[config.mk]
export PLATFORM = sky130hd
export DESIGN_NAME = cpu_req_arbiter
export DESIGN_NICKNAME = d
export VERILOG_FILES = /design/src/rtl/cpu_req_arbiter.sv
export SDC_FILE = /design/constraint.sdc
export NUM_CORES = 1
export LEC_CHECK = 0
export ABC_CLOCK_PERIOD_IN_PS = 3000
export BUFFER_PORTS_ARGS = -buffer_cell sky130_fd_sc_hd__buf_2
export CAP_MARGIN = 20
export CORE_ASPECT_RATIO = 1.5
export CORE_MARGIN = 2
export CORE_UTILIZATION = 44
export DETAILED_ROUTE_END_ITERATION = 6
export PLACE_DENSITY = 0.86
export SLEW_MARGIN = 40
export SYNTH_ARGS = -nofsm -noshare
export SYNTH_HDL_FRONTEND = slang
export SYNTH_SLANG_ARGS = --single-unit
[constraint.sdc]
create_clock -name clk -period 3 [get_ports clk]
set_input_delay 0.6 -clock clk [delete_from_list [all_inputs] [get_ports clk]]
set_output_delay 0.6 -clock clk [all_outputs]
set_load 0.01 [all_outputs]
[src/rtl/cpu_req_arbiter.sv]
// Round-robin arbiter that shares one cpu datapath between NUM_REQ requesters, one operation in flight.
// Latency: grant in cycle T, rsp_valid first high in T+1+CPU_LAT; next grant the cycle after the rsp handshake.
// Backpressure: rsp_ready low holds RESP with rsp_id/rsp_data stable; req_ready stays low until IDLE.
module cpu_req_arbiter #(
   parameter int NUM_REQ = 4,
   parameter int DATA_W  = 8,
   parameter int CPU_LAT = 1
) (
   input  logic                        clk,
   input  logic                        reset,
   input  logic [NUM_REQ-1:0]          req_valid,
   output logic [NUM_REQ-1:0]          req_ready,
   input  logic [NUM_REQ*DATA_W-1:0]   req_a,
   input  logic [NUM_REQ*DATA_W-1:0]   req_b,
   input  logic [NUM_REQ-1:0]          req_op,
   output logic [DATA_W-1:0]           cpu_a,
   output logic [DATA_W-1:0]           cpu_b,
   output logic                        cpu_op,
   input  logic [DATA_W-1:0]           cpu_result,
   output logic                        rsp_valid,
   input  logic                        rsp_ready,
   output logic [$clog2(NUM_REQ)-1:0]  rsp_id,
   output logic [DATA_W-1:0]           rsp_data,
   output logic                        busy
);

   localparam int ID_W  = $clog2(NUM_REQ);
   localparam int CNT_W = (CPU_LAT > 1) ? $clog2(CPU_LAT) : 1;
   localparam logic [CNT_W-1:0] CNT_LAST = CNT_W'(CPU_LAT - 1);
   localparam logic [ID_W-1:0]  ID_LAST  = ID_W'(NUM_REQ - 1);

   typedef enum logic [1:0] {
      IDLE = 2'd0,
      EXEC = 2'd1,
      RESP = 2'd2
   } state_t;

   state_t             state;
   logic [ID_W-1:0]    rr_ptr;
   logic [CNT_W-1:0]   cnt;

   logic               found;
   logic [ID_W-1:0]    winner;
   int                 idx;
   logic [DATA_W-1:0]  sel_a;
   logic [DATA_W-1:0]  sel_b;
   logic               sel_op;

   // Search starts at rr_ptr and wraps; the first valid requester found wins.
   always_comb begin
      found  = 1'b0;
      winner = '0;
      idx    = 0;
      for (int k = 0; k < NUM_REQ; k++) begin
         idx = int'(rr_ptr) + k;
         if (idx >= NUM_REQ)
            idx = idx - NUM_REQ;
         if (!found && req_valid[idx]) begin
            found  = 1'b1;
            winner = ID_W'(idx);
         end
      end
   end

   always_comb begin
      sel_a  = req_a[winner*DATA_W +: DATA_W];
      sel_b  = req_b[winner*DATA_W +: DATA_W];
      sel_op = req_op[winner];
   end

   always_comb begin
      req_ready = '0;
      if (state == IDLE && found && !reset)
         req_ready = NUM_REQ'(1) << winner;
   end

   // Operands are held after the grant, so the cpu result stays stable through RESP.
   assign rsp_data = cpu_result;

   always_ff @(posedge clk) begin
      if (reset) begin
         state     <= IDLE;
         rr_ptr    <= '0;
         cnt       <= '0;
         cpu_a     <= '0;
         cpu_b     <= '0;
         cpu_op    <= 1'b0;
         rsp_id    <= '0;
         rsp_valid <= 1'b0;
         busy      <= 1'b0;
      end else begin
         case (state)
            IDLE: begin
               if (found) begin
                  cpu_a  <= sel_a;
                  cpu_b  <= sel_b;
                  cpu_op <= sel_op;
                  rsp_id <= winner;
                  rr_ptr <= (winner == ID_LAST) ? '0 : winner + 1'b1;
                  cnt    <= '0;
                  state  <= EXEC;
                  busy   <= 1'b1;
               end
            end
            EXEC: begin
               if (cnt == CNT_LAST) begin
                  state     <= RESP;
                  rsp_valid <= 1'b1;
               end else begin
                  cnt <= cnt + 1'b1;
               end
            end
            RESP: begin
               if (rsp_ready) begin
                  state     <= IDLE;
                  rsp_valid <= 1'b0;
                  busy      <= 1'b0;
               end
            end
            default: begin
               state     <= IDLE;
               rsp_valid <= 1'b0;
               busy      <= 1'b0;
            end
         endcase
      end
   end

endmodule

==> results.json <==
{
  "status": "finished clean",
  "vias": 1710,
  "tightest_slew_ns": 0.693,
  "path_class": "flop to output pin",
  "post-place-cells": 300,
  "die_area_um2": 4180,
  "gp_congestion": 0.820,
  "post_cts_buffers": 0,
  "final_cell_mix": "99 x buf_2, 25 x dfxtp_1, 18 x mux2i_1, 18 x nand3_1, 17 x a32oi_1",
  "slowest_stage": "dfxtp_1",
  "slew_headroom_pct": 53.8,
  "cts.path.max_buffers": 2,
  "fin_crit_sh_pct": 84.2,
  "crit_path_end_kind": "output pin",
  "powerDensity_nw_per_um2": 495,
  "synth.distinct_cells": 37,
  "rsz0062_at_grt": "false",
  "final_cells": 304,
  "overflow": 0,
  "critPathTopFamily": "flip-flops",
  "tns_ns": 0,
  "startpoint_type": "flop",
  "critPathMaxStageDelay_ns": 0.53,
  "worstPathRequired_ns": 2.40,
  "postCtsHoldBufs": 0,
  "synth_nets": 261,
  "avgViaCountPerCell": 5.63,
  "avgSynthCellArea_um2": 9.12,
  "yosysTopAreaCellShare_pct": 31.0,
  "grt_first_pass_wirelength_mm": 7.58,
  "fin_ws_ns": 0.473,
  "io_buffers": 99,
  "leakagePower_uw": 0.00106,
  "rows": 27,
  "synth_seq_area_share_pct": 31.0,
  "drive_above_1_share_pct": 47.1,
  "worstPathMaxFanout": 10,
  "route.detailed.drc": 0,
  "cts_made_buffers": 3,
  "grt_max_degree": 19,
  "ys_ff_latch": 25,
  "synthCells": 177,
  "antenna_found_initial": 0,
  "initial_core_util_pct": 45.1,
  "worst-path-buf-inv": 1,
  "critPathArrivalTime_ns": 1.93,
  "max_freq_mhz": 396,
  "worst-r2r-setup-slack_ns": 1.19,
  "fin_skew_ns": 0.00314,
  "drtIter0Drc": 30,
  "routedWlPerCell_um": 15.4,
  "grt_use_total_pct": 23.8,
  "die_w_um": 53.5,
  "wirelength_mm": 4.69,
  "postRouteAntennaNets": 0,
  "hold_path_class": "flop to flop",
  "dieHeight_um": 78.2,
  "dp_slack_ns": 0.524,
  "area_growth_syn_to_layout_pct": 30.9,
  "cts_max_level": 1,
  "cts_root_buffer": "clkbuf_8",
  "ctsResizeCount": 0,
  "cp_cell_sequence": "nand2_1, a311o_1, and2_1, ha_1, and2_1, buf_2",
  "hold_violations": 0,
  "max-vdd-ir-drop_mv": 0.328,
  "antennaDiodeCount": 0,
  "yosys_warnings": 0,
  "layout_commonest_cell": "buf_2",
  "slew_viol_final": 0,
  "final.fill_count": 356,
  "finalCriticalPeriod_ns": 2.53,
  "core_um2": 3580,
  "dp.final_hpwl_mm": 3.60,
  "first_pass_iters": 4,
  "grt_pass1_vias": 1768,
  "finalSetupViolations": 0,
  "clock_latency_ns": 0.26,
  "cts_sinks": 25,
  "num_io_pins": 116,
  "nNetsFinal": 346,
  "path_clk_slew_ns": 0.08,
  "netlist_area_um2": 1610,
  "maxCapViolCount": 0,
  "crit_top_cell": "and2_1",
  "yosys.area.top_type": "dfxtp_1",
  "tritoncts": "built",
  "synthTopCellsByArea": "dfxtp_1 31%, mux2i_1 11%, a32oi_1 9.2%"
}
==> worst paths after layout <==
check / depth (start not counted) / from / to
min: 2 / rsp_id[0]$_SDFFE_PP0P_ / rsp_id[0]$_SDFFE_PP0P_
max: 6 / rr_ptr[1]$_SDFFE_PP0P_ / req_ready[3]
min reg2reg: 2 / rsp_id[0]$_SDFFE_PP0P_ / rsp_id[0]$_SDFFE_PP0P_
max reg2reg: 5 / rr_ptr[1]$_SDFFE_PP0P_ / cpu_b[5]$_SDFFE_PP0P_
==> cell usage after synthesis <==
master	instances
nand2_1	7
or3_1	2
ha_1	1
a32oi_1	17
buf_2	10
nor4b_2	1
a2bb2oi_1	1
nor2b_1	1
nor2_1	3
o22ai_1	2
a21boi_1	1
inv_2	1
o21ai_1	1
o21a_1	1
nand3_2	1
nor4_2	2
nor3_1	2
o31a_1	1
o221ai_1	1
nand3_1	18
nand2b_1	3
buf_12	1
buf_6	1
o211ai_2	9
clkbuf_1	4
dfxtp_1	25
o211ai_1	9
o211a_1	2
or3b_1	1
a311o_1	1
mux2i_1	18
and2_1	4
buf_4	9
a21o_1	1
o21ai_0	2
inv_1	5
a21oi_1	8
==> kinds of logic after synthesis <==
| family | Yosys count | synth area share [%] |
|---|---|---|
| buffers and inverters | 31 | 11.5 |
| AOI/OAI and AO/OA | 57 | 29.5 |
| DFF | 25 | 31.0 |
| and+or+nand+nor | 45 | 16.0 |
| adders and majority gates | 1 | 0.775 |
| muxes | 18 | 11.2 |
==> final cells by class <==
type	count	area (um^2)	share of cell area [%]
multi-input cells	121	951	45.0
repair buffers	105	541	25.6
flip-flops and latches	25	500	23.7
well taps	43	53.8	2.55
clock buffers	4	45.0	2.13
inverters	6	22.5	1.07
==> power by group <==
group	switching, uW	internal (uW)	total [uW]	leakage, uW
clock network	103	94.9	198	0.0000228
registers	44.9	389	434	0.000207
logic	224	191	415	0.000830
==> state kept, by name (all words and copies together), names as in the netlist <==
name	cells
rr_ptr	2
state	2
rsp_id	2
rsp_valid	1
cpu_a	8
busy	1
cpu_op	1
cpu_b	8
==> stage by stage <==
stage                     util [%]  hold WS (ns)  area (um^2)  power [uW]
after floorplan                  -         0.481         1610         718
after global placement        57.8         0.441         2070         848
after detailed placement      57.8         0.446         2070         859
after CTS                     59.0         0.458         2110        1060
after global routing          59.0         0.483         2110        1120
final                         59.0         0.460         2110        1050
==> per-layer routing <==
metal	vias to the layer above	global-route usage, %	wire length [um]
li1	838	-	-
met1	795	25.8	1760
met2	69	44.1	2640
met3	8	3.23	227
met4	0	9.23	61
met5	-	0	0
==> worst reg2reg max path: stages (launching register included) <==
cell and delay [ns]:
dfxtp_1 0.42, or3b_1 0.44, o221ai_2 0.10, buf_4 0.35, mux2i_1 0.28, o211ai_1 0.10
(Power assumes the default switching activity.)
